## src/rtl/half_adder_pkg.sv

```systemverilog
// Shared definitions for the registered half-adder bank.
package half_adder_pkg;

    // Lane count used when the instantiating level does not override WIDTH.
    localparam int HA_DEFAULT_WIDTH = 1;

    // Result of one half-adder lane: sum bit and carry bit.
    typedef struct packed {
        logic s;
        logic c;
    } ha_res_t;

endpackage : half_adder_pkg

```

## src/rtl/half_adder_cell.sv

```systemverilog
// Single-lane combinational half adder built from gate primitives.
// The XOR is the classic four-NAND network; the carry reuses the first NAND.
module half_adder_cell (
    input  logic a,
    input  logic b,
    output logic s,
    output logic c
);

    wire n_ab;
    wire n_a;
    wire n_b;

    nand u_nand_ab  (n_ab, a, b);
    nand u_nand_a   (n_a, a, n_ab);
    nand u_nand_b   (n_b, b, n_ab);
    nand u_nand_sum (s, n_a, n_b);
    not  u_not_cy   (c, n_ab);

endmodule : half_adder_cell

```

## src/rtl/half_adder_s.sv

```systemverilog
// Registered bank of WIDTH independent half adders with a valid strobe.
// Optional feature macro: HA_CARRY_CNT_EN adds a saturating carry-event
// counter (carry_cnt) that accumulates popcount(a & b) on every valid edge.
module half_adder_s
    import half_adder_pkg::*;
#(
    parameter int WIDTH = HA_DEFAULT_WIDTH
`ifdef HA_CARRY_CNT_EN
    ,
    parameter int CNT_W = 16
`endif
) (
    input  logic             clk,
    input  logic             rst,
    input  logic             in_valid,
    input  logic [WIDTH-1:0] a,
    input  logic [WIDTH-1:0] b,
    output logic [WIDTH-1:0] sout,
    output logic [WIDTH-1:0] cout,
    output logic             out_valid
`ifdef HA_CARRY_CNT_EN
    ,
    output logic [CNT_W-1:0] carry_cnt
`endif
);

    logic [WIDTH-1:0] sum_w;
    logic [WIDTH-1:0] carry_w;

    ha_res_t [WIDTH-1:0] res_d;
    ha_res_t [WIDTH-1:0] res_q;
    logic                out_valid_d;
    logic                out_valid_q;

    // One structural cell per lane; lanes never exchange carries.
    for (genvar i = 0; i < WIDTH; i++) begin : g_lane
        half_adder_cell u_cell (
            .a (a[i]),
            .b (b[i]),
            .s (sum_w[i]),
            .c (carry_w[i])
        );
    end

    // Next result: capture the cell outputs on a valid cycle, otherwise hold.
    always_comb begin
        // NOTE: default every always_comb output first so no path leaves it unassigned (no latch).
        res_d       = res_q;
        out_valid_d = in_valid;
        if (in_valid) begin
            for (int i = 0; i < WIDTH; i++) begin
                res_d[i] = '{s: sum_w[i], c: carry_w[i]};
            end
        end
    end

    // Output stage registers, cleared asynchronously by rst.
    always_ff @(posedge clk or posedge rst) begin
        // NOTE: sequential state uses non-blocking (<=) so all flops sample pre-edge values.
        if (rst) begin
            res_q       <= '0;
            out_valid_q <= 1'b0;
        end else begin
            res_q       <= res_d;
            out_valid_q <= out_valid_d;
        end
    end

    // Unpack the registered lane structs onto the flat output buses.
    always_comb begin
        sout = '0;
        cout = '0;
        for (int i = 0; i < WIDTH; i++) begin
            sout[i] = res_q[i].s;
            cout[i] = res_q[i].c;
        end
    end

    assign out_valid = out_valid_q;

`ifdef HA_CARRY_CNT_EN
    localparam int POP_W = $clog2(WIDTH + 1);
    localparam int SUM_W = ((CNT_W > POP_W) ? CNT_W : POP_W) + 1;
    localparam logic [CNT_W-1:0] CNT_MAX = {CNT_W{1'b1}};

    logic [POP_W-1:0] pop_w;
    logic [SUM_W-1:0] cnt_sum;
    logic [CNT_W-1:0] carry_cnt_d;
    logic [CNT_W-1:0] carry_cnt_q;

    // Count carry-generating lanes and add them, clamping at the counter maximum.
    always_comb begin
        pop_w = '0;
        for (int i = 0; i < WIDTH; i++) begin
            pop_w = pop_w + POP_W'(carry_w[i]);
        end
        cnt_sum     = SUM_W'(carry_cnt_q) + SUM_W'(pop_w);
        carry_cnt_d = carry_cnt_q;
        if (in_valid) begin
            if (cnt_sum > SUM_W'(CNT_MAX)) begin
                carry_cnt_d = CNT_MAX;
            end else begin
                carry_cnt_d = cnt_sum[CNT_W-1:0];
            end
        end
    end

    // Carry-event counter register, cleared by rst.
    always_ff @(posedge clk or posedge rst) begin
        if (rst) begin
            carry_cnt_q <= '0;
        end else begin
            carry_cnt_q <= carry_cnt_d;
        end
    end

    assign carry_cnt = carry_cnt_q;
`endif

endmodule : half_adder_s

```

## config.mk

```make
export PLATFORM = sky130hd
export DESIGN_NAME = half_adder_s
export DESIGN_NICKNAME = d
export VERILOG_FILES = /design/src/rtl/half_adder_pkg.sv /design/src/rtl/half_adder_cell.sv /design/src/rtl/half_adder_s.sv
export SDC_FILE = /design/constraint.sdc
export NUM_CORES = 1
export LEC_CHECK = 0
export CORE_AREA = 2 2 39 41
export CTS_BUF_LIST = sky130_fd_sc_hd__clkbuf_4
export DETAILED_ROUTE_END_ITERATION = 12
export DIE_AREA = 0 0 41 43
export GPL_TIMING_DRIVEN = 1
export HOLD_SLACK_MARGIN = 0.06
export MAX_ROUTING_LAYER = met4
export REMOVE_ABC_BUFFERS = 1
export SYNTH_ARGS = -nofsm -noshare
export SYNTH_HDL_FRONTEND = slang
export SYNTH_SLANG_ARGS = --single-unit
```

## constraint.sdc

```tcl
create_clock -name clk -period 1.9 [get_ports clk]
set_input_delay 0.475 -clock clk [delete_from_list [all_inputs] [get_ports clk]]
set_output_delay 0.475 -clock clk [all_outputs]
set_load 0.05 [all_outputs]
```

Yosys cells after proc, flatten, opt, wreduce, memory -nomap -nowiden
Index checks and enable logic that the tools add are counted.
Widths: inputs -> output; s select.
{ "classes": {"bitwise_logic": 8} }
{ "ops": {"columns": ["op", "count"], "rows": [
  ["$and 1x1->1", 4],
  ["$not 1->1", 4]
]} }
{ "totals": {"in_bits": 5, "reg_bits": 3} }

Longest topological paths before layout
Gate-level depths: netlist (run 1).
{ "depth": {"word_depth": 6, "ltp_mapped": 2} }

Cells and area by module
A second synthesis (run 1) with hierarchy kept.
{ "unflattened": {"cells_unflattened": 7, "area_unflattened_um2": 113.9} }
{ "by_module_without_submodules": {"columns": ["mod", "n_inst", "seq_area_each_um2", "area_per_inst_um2", "cells_each"], "rows": [
  ["half_adder_s", 1, 75.1, 101.3, 6],
  ["half_adder_cell", 1, 0.0, 12.5, 1]
]} }

Worst setup path after synthesis (run 1)
No wires, ideal clock.
{ "synth_path": {"kind": "in2reg", "from": "input port a", "to": "register res_q (netlist bit sout)", "stages": 2, "path_slack_ps": 793, "arrival_time_ps": 982, "n_path_buf": 0, "required_ps": 1775, "cell_sequence": "ha_1 mux2_2"} }
{ "synth_via": {"elab_chain_cells": 6, "elab_cells_between_ends": 8} }
{ "synth_rtl": {"columns": ["item", "line_no", "text"], "rows": [
  ["start: declaration", "half_adder_s.sv:16", "input logic [WIDTH-1:0] a,"],
  ["$and 1x1->1", "half_adder_cell.sv:14", "nand u_nand_ab (n_ab, a, b);"],
  ["$not 1->1", "half_adder_cell.sv:14", null],
  ["$and 1x1->1 (on tied branches)", "half_adder_cell.sv:15, half_adder_cell.sv:16", null],
  ["$not 1->1 (on tied branches)", "half_adder_cell.sv:15, half_adder_cell.sv:16", null],
  ["$and 1x1->1 *", "half_adder_cell.sv:17", "nand u_nand_sum (s, n_a, n_b);"],
  ["$not 1->1 *", "half_adder_cell.sv:17", null],
  ["end signal: assignment", "half_adder_s.sv:64", "res_q <= res_d;"],
  ["end: declaration", "half_adder_s.sv:31", "ha_res_t [WIDTH-1:0] res_q;"]
]} }
Mark *: on every way between the ends. The rest lies on a longest branch, timed or not.
A chain may end at the register's enable or synchronous reset.

Worst setup path after layout (run 1)
{ "layout_path": {"from": "input port a", "to": "register res_q (netlist bit sout)"} }
{ "layout_via": {"elab_chain_cells": 6, "elab_cells_between_ends": 8} }
{ "layout_rtl": {"columns": ["item", "line_no", "text"], "rows": [
  ["$and 1x1->1", "half_adder_cell.sv:14", null],
  ["$not 1->1", "half_adder_cell.sv:14", null],
  ["$and 1x1->1 (on tied branches)", "half_adder_cell.sv:15, half_adder_cell.sv:16", null],
  ["$not 1->1 (on tied branches)", "half_adder_cell.sv:15, half_adder_cell.sv:16", null],
  ["$and 1x1->1 *", "half_adder_cell.sv:17", null],
  ["$not 1->1 *", "half_adder_cell.sv:17", null],
  ["net g_lane[0].u_cell.s", "half_adder_cell.sv:6", "output logic s,"]
]} }
Mark *: on every way through the listed nets, which the timed path passes. The rest lies on a longest branch.

==> flow_metrics.py, run 1 <==
metrics = {
    "placed_design": {
        "portBuffers": 7,
        "place_hpwl_um": 254.4,
        "dp_cells": 30,
        "place_congestion": 0.4681,
        "post-place-ws_ns": 0.3527,
    },
    "pwr": {
        "peakVddDrop_v": 0.0001301,
        "total_power_uw": 246.0,
        "power.internal_uw": 183.3,
        "p_per_area_nw_per_um2": 1086,
        "seqPwrFrac": 0.298,
        "comb_power_share": 0.203,
        "p_sw_uw": 62.67,
        "p_sw_frac": 0.2548,
        "power.leakage_nw": 0.1069,
        "clock_power_share": 0.499,
    },
    "timing": {
        "min_period_ns": 1.308,
        "worst_slew_pin_slew_ns": 0.1375,
        "fin_skew_ns": 0,
        "relSlewSlack": 0.9081,
        "finalCritPeriodShare": 0.6882,
        "holdWs_ns": 0.4260,
        "rsz0062_at_grt": "false",
        "finalSetupViolations": 0,
        "hold_viol": 0,
        "fin_ws_ns": 0.5924,
        "slew_viol_final": 0,
        "fmax_mhz": 764.7,
        "setup_tns_ns": 0,
    },
    "worst_setup_path": {
        "rr_endpoint": "cout$_DFFE_PP0P_",
        "startpoint_type": "primary input",
        "critPathCapture": "sout$_DFFE_PP0P_",
        "slowest_delay_ns": 0.40,
        "path_max_fanout": 1,
        "crit_path_end_kind": "flop",
        "critPathRequiredTime_ns": 2.01,
        "r2r_start": "cout$_DFFE_PP0P_",
        "crit_start": "a",
        "rr_worst_depth": 1,
        "cp_data_arrival_time_ns": 1.42,
        "critPathKind": "in -> reg",
        "reg2reg_slack_ns": 1.15,
        "cp_slowest_cell": "clkdlybuf4s50_1",
        "path_cells": "clkdlybuf4s50_1, ha_1, mux2_2",
    },
    "floorplan": {
        "row_count": 14,
        "dieWidth_um": 41,
        "dieArea_um2": 1763,
        "fp.dieH_um": 43,
        "start_util": 0.08228,
        "core-area_um2": 1384,
        "ios": 8,
    },
    "route": {
        "vias": 95,
        "postRouteWirelength_um": 299,
        "first_pass_iters": 1,
        "wl_per_cell_um": 8.794,
        "remaining_drc_errors": 0,
        "drt_first_iter_violations": 0,
        "drtAntennaViolNets": 0,
        "vias_per_cell": 2.794,
    },
    "grt": {
        "grt_pass1_vias": 133,
        "grtUsageTotal": 0.05242,
        "antenna_found_initial": 0,
        "grt_max_degree": 4,
        "grt_pass1_wl_um": 455,
        "overflow": 0,
    },
    "synthesis": {
        "netlist_area_um2": 113.9,
        "synth.largest_area_cell": "dfrtp_1",
        "yosys-top-cells-count": "dfrtp_1, mux2_2, ha_1, inv_1",
        "synth_cells": 7,
        "synth_edf_count": 0,
        "avgSynthCellArea_um2": 16.27,
        "synth_seq_area_share": 0.6593,
        "synth_top_cell_area_share": 0.6593,
        "ys_types": 4,
        "ys_top_cells_by_area": "dfrtp_1, mux2_2, ha_1, inv_1",
        "ys_warn_count": 0,
        "yosysMostFrequentCell": "dfrtp_1",
        "ys_ff_latch": 3,
        "synth_flop_cell": "dfrtp_1",
        "async_flop_share": 1.000,
    },
    "clock_network": {
        "cts_setup_buffers": 0,
        "clock_path_buffers": 2,
        "cts_root_buf": "clkbuf_4",
        "clock_latency_ns": 0.23,
        "cts_tree": "yes",
        "clkTransAtPathRegs_ns": 0.04,
        "cts_made_buffers": 3,
        "cts.sinks": 3,
        "cts.htree.levels": 1,
        "cts.hold.buffers_added": 0,
        "cts_resized": 0,
    },
    "hold_path": {
        "hp-class": "in -> async",
    },
    "status": {
        "status": "completed",
    },
    "final_layout": {
        "drive_gt1_frac": 0.5000,
        "diodes": 0,
        "nFillCells": 151,
        "synthToLayoutAreaGrowth_pct": 98.90,
        "final_cells": 34,
        "fin_nets": 25,
    },
    "flow_run": {
        "maxCapViolCount": 0,
    },
}
logic make-up after synthesis:
kind of cell | synth area share
adders and majority gates | 0.1099
buffers and inverters | 0.03294
muxes | 0.1978
DFF | 0.6593
power groups by stage:
stage | logic (mW) | clock network (mW) | registers (mW)
5_1_grt | 0.0534 | 0.136 | 0.0741
3_5_place_dp | 0.0505 | 0 | 0.0743
3_3_place_gp | 0.0492 | 0 | 0.0737
2_1_floorplan | 0.00720 | 0 | 0.0959
4_1_cts | 0.0506 | 0.129 | 0.0735
6_report | 0.0500 | 0.123 | 0.0733
how the worst min path moves through the flow:
stage,endpoint,slack (ns),cells past startpoint
floorplan,cout$_DFFE_PP0P_,0.23,1
global placement,sout$_DFFE_PP0P_,0.49,1
detailed placement,sout$_DFFE_PP0P_,0.51,1
CTS,sout$_DFFE_PP0P_,0.43,2
global route,sout$_DFFE_PP0P_,0.45,2
finish,sout$_DFFE_PP0P_,0.43,2
final cells by class:
class,count,area [um2],share of cell area
Tap cell,16,20.02,0.08840
Sequential cell,3,75.07,0.3315
Multi-Input combinational cell,3,35.03,0.1547
Timing Repair Buffer,7,62.56,0.2762
Inverter,1,3.754,0.01657
Clock buffer,4,30.03,0.1326
metrics by stage:
stage,cell area (um2),util
after global placement,196.4,0.1420
final,226.5,0.1637
after CTS,226.5,0.1637
after floorplan,113.9,-
after global routing,226.5,0.1637
after detailed placement,196.4,0.1420
worst max-delay path, delay by kind of cell:
family,cells,cell delay (ns)
multiplexers,1,0.26
buffers and inverters,1,0.40
adder cells (fa/ha/maj),1,0.28
registers in the layout, summed over array words and instances, names as in the netlist:
register	cells
sout	1
cout	1
out_valid	1
layout by cell type, fill, tap and decap left out:
cell and instances:
ha_1 1, buf_4 3, inv_1 1, clkdlybuf4s50_1 4, mux2_2 2, dfrtp_1 3
clkbuf_4 4
per-layer routing:
metal / share of wire / track usage / vias up
li1: - / - / 44
met1: 0.29 / 0.02564 / 43
met2: 0.45 / 0.06250 / 8
met3: 0.25 / 0.05759 / 0
met4: 0 / 0.08000 / 0
met5: 0 / - / -
Note: power is estimated with default switching activity, not from simulation.
==> inputs of run 2 (changes only) <==
==> constraint.sdc (replaced) <==
create_clock -name clk -period 1.3 [get_ports clk]
set_input_delay 0.325 -clock clk [delete_from_list [all_inputs] [get_ports clk]]
set_output_delay 0.325 -clock clk [all_outputs]
set_load 0.05 [all_outputs]
==> flow_metrics.py, run 2 (synthesis results as in run 1) <==
metrics = {
    "status": {
        "status": "completed",
    },
    "worst_setup_path": {
        "path_cells": "clkdlybuf4s50_1, ha_1, mux2_2",
        "path_max_fanout": 1,
        "cp_slowest_cell": "clkdlybuf4s50_1",
        "startpoint_type": "primary input",
        "crit_path_end_kind": "flop",
        "critPathRequiredTime_ns": 1.41,
        "critPathKind": "in -> reg",
        "crit_start": "a",
        "rr_endpoint": "sout$_DFFE_PP0P_",
        "reg2reg_slack_ns": 0.50,
        "cp_data_arrival_time_ns": 1.27,
        "rr_worst_depth": 1,
        "slowest_delay_ns": 0.40,
        "critPathCapture": "sout$_DFFE_PP0P_",
        "r2r_start": "sout$_DFFE_PP0P_",
    },
    "timing": {
        "fin_ws_ns": 0.1322,
        "worst_slew_pin_slew_ns": 0.1415,
        "fin_skew_ns": 0,
        "rsz0062_at_grt": "false",
        "hold_viol": 0,
        "finalSetupViolations": 0,
        "min_period_ns": 1.168,
        "slew_viol_final": 0,
        "relSlewSlack": 0.9057,
        "finalCritPeriodShare": 0.8983,
        "fmax_mhz": 856.3,
    },
    "final_layout": {
        "diodes": 0,
        "synthToLayoutAreaGrowth_pct": 131.9,
        "fin_nets": 25,
        "final_util": 0.1908,
        "final_cell_mix": "clkbuf_4, clkdlybuf4s50_1, dfrtp_1, buf_12, mux2_2",
        "final_area_um2": 264.0,
        "drive_gt1_frac": 0.5000,
    },
    "clock_network": {
        "cts_made_buffers": 3,
        "clock_path_buffers": 2,
        "cts_setup_buffers": 0,
        "cts_resized": 0,
        "clkTransAtPathRegs_ns": 0.04,
        "cts.hold.buffers_added": 0,
        "clock_latency_ns": 0.23,
        "cts.htree.levels": 1,
        "cts_root_buf": "clkbuf_4",
        "cts.sinks": 3,
        "cts_tree": "yes",
    },
    "route": {
        "vias_per_cell": 2.794,
        "remaining_drc_errors": 0,
        "drt_first_iter_violations": 0,
        "postRouteWirelength_um": 294,
        "wl_per_cell_um": 8.647,
        "vias": 95,
        "first_pass_iters": 1,
        "drtAntennaViolNets": 0,
    },
    "floorplan": {
        "ios": 8,
        "row_count": 14,
        "dieArea_um2": 1763,
        "start_util": 0.08228,
        "core-area_um2": 1384,
        "fp.dieH_um": 43,
        "dieWidth_um": 41,
    },
    "pwr": {
        "total_power_uw": 387.5,
        "p_sw_frac": 0.2504,
        "p_sw_uw": 97.04,
        "p_per_area_nw_per_um2": 1468,
        "comb_power_share": 0.247,
        "peakVddDrop_v": 0.0002000,
        "power.leakage_nw": 0.1197,
        "clock_power_share": 0.462,
        "power.internal_uw": 290.5,
        "seqPwrFrac": 0.291,
    },
    "grt": {
        "grt_max_degree": 4,
        "grtUsageTotal": 0.05242,
        "grt_pass1_wl_um": 441,
        "grt_pass1_vias": 126,
        "antenna_found_initial": 0,
        "overflow": 0,
    },
    "hold_path": {
        "hp-class": "in -> async",
    },
    "flow_run": {
        "maxCapViolCount": 0,
    },
    "placed_design": {
        "placed_cell_area_um2": 234.0,
        "portBuffers": 7,
        "place_congestion": 0.4681,
        "post-place-ws_ns": -0.1064,
    },
}
[run 2: cell count changes in the layout (fill, tap and decap cells not counted)]
| cell | before | now |
|---|---|---|
| buf_12 | 0 | 3 |
| buf_4 | 3 | 0 |
[run 2: power groups by stage]
stage	registers (mW)	clock network, mW	logic (mW)
final	0.113	0.179	0.0956
after CTS	0.113	0.189	0.0970
after global placement	0.113	0	0.0943
after detailed placement	0.114	0	0.0968
after floorplan	0.140	0	0.0105
after global routing	0.113	0.199	0.101
[run 2: worst min-delay path by stage]
stage	start	end	slack, ns	depth (start not counted)
after floorplan	rst	cout$_DFFE_PP0P_	0.08	1
after global placement	rst	cout$_DFFE_PP0P_	0.50	2
after detailed placement	rst	out_valid$_DFF_PP0_	0.51	2
after CTS	rst	out_valid$_DFF_PP0_	0.27	2
after global routing	rst	out_valid$_DFF_PP0_	0.29	2
final	rst	out_valid$_DFF_PP0_	0.28	2
[run 2: area by class of cell]
class,count,area [um2]
multi-input combinational,3,35.03
inverter,1,3.754
fill,146,1120
timing repair buffer,7,100.1
clock buffer,4,30.03
tap,16,20.02
sequential,3,75.07
[run 2: metal layers]
layer	share of wire	vias up	track usage	wire length (um)
met4	0	0	0.08000	0
met1	0.30	43	0.02244	89
met5	0	-	-	0
li1	-	44	-	-
met3	0.19	0	0.06283	56
met2	0.50	8	0.06250	148
[run 2: stage by stage]
stage / std cells / hold slack (ns) / setup TNS [ns]
after global routing: 34 / 0.2859 / 0
after detailed placement: 30 / 0.5142 / -0.1250
after global placement: 30 / 0.4950 / -0.08713
after CTS: 34 / 0.2731 / 0
after floorplan: 7 / 0.07864 / 0
final: 34 / 0.2774 / 0
[run 2: worst max-delay path, delay by kind of cell]
kind	cells	cell delay, ns
mux	1	0.26
buf+inv	1	0.40
fa+ha+maj	1	0.28
==> inputs of run 3 (changes only) <==
--- a/config.mk
+++ b/config.mk
@@ -6,7 +6,8 @@
 export NUM_CORES = 1
 export LEC_CHECK = 0
 export CORE_AREA = 2 2 39 41
-export CTS_BUF_LIST = sky130_fd_sc_hd__clkbuf_4
+export CTS_BUF_LIST = sky130_fd_sc_hd__clkbuf_4 sky130_fd_sc_hd__clkbuf_8
+export CTS_CLUSTER_DIAMETER = 40
 export DETAILED_ROUTE_END_ITERATION = 12
 export DIE_AREA = 0 0 41 43
 export GPL_TIMING_DRIVEN = 1
==> results of run 3 <==
Same layout as run 2: the final DEF is identical, and so are final timing and power.
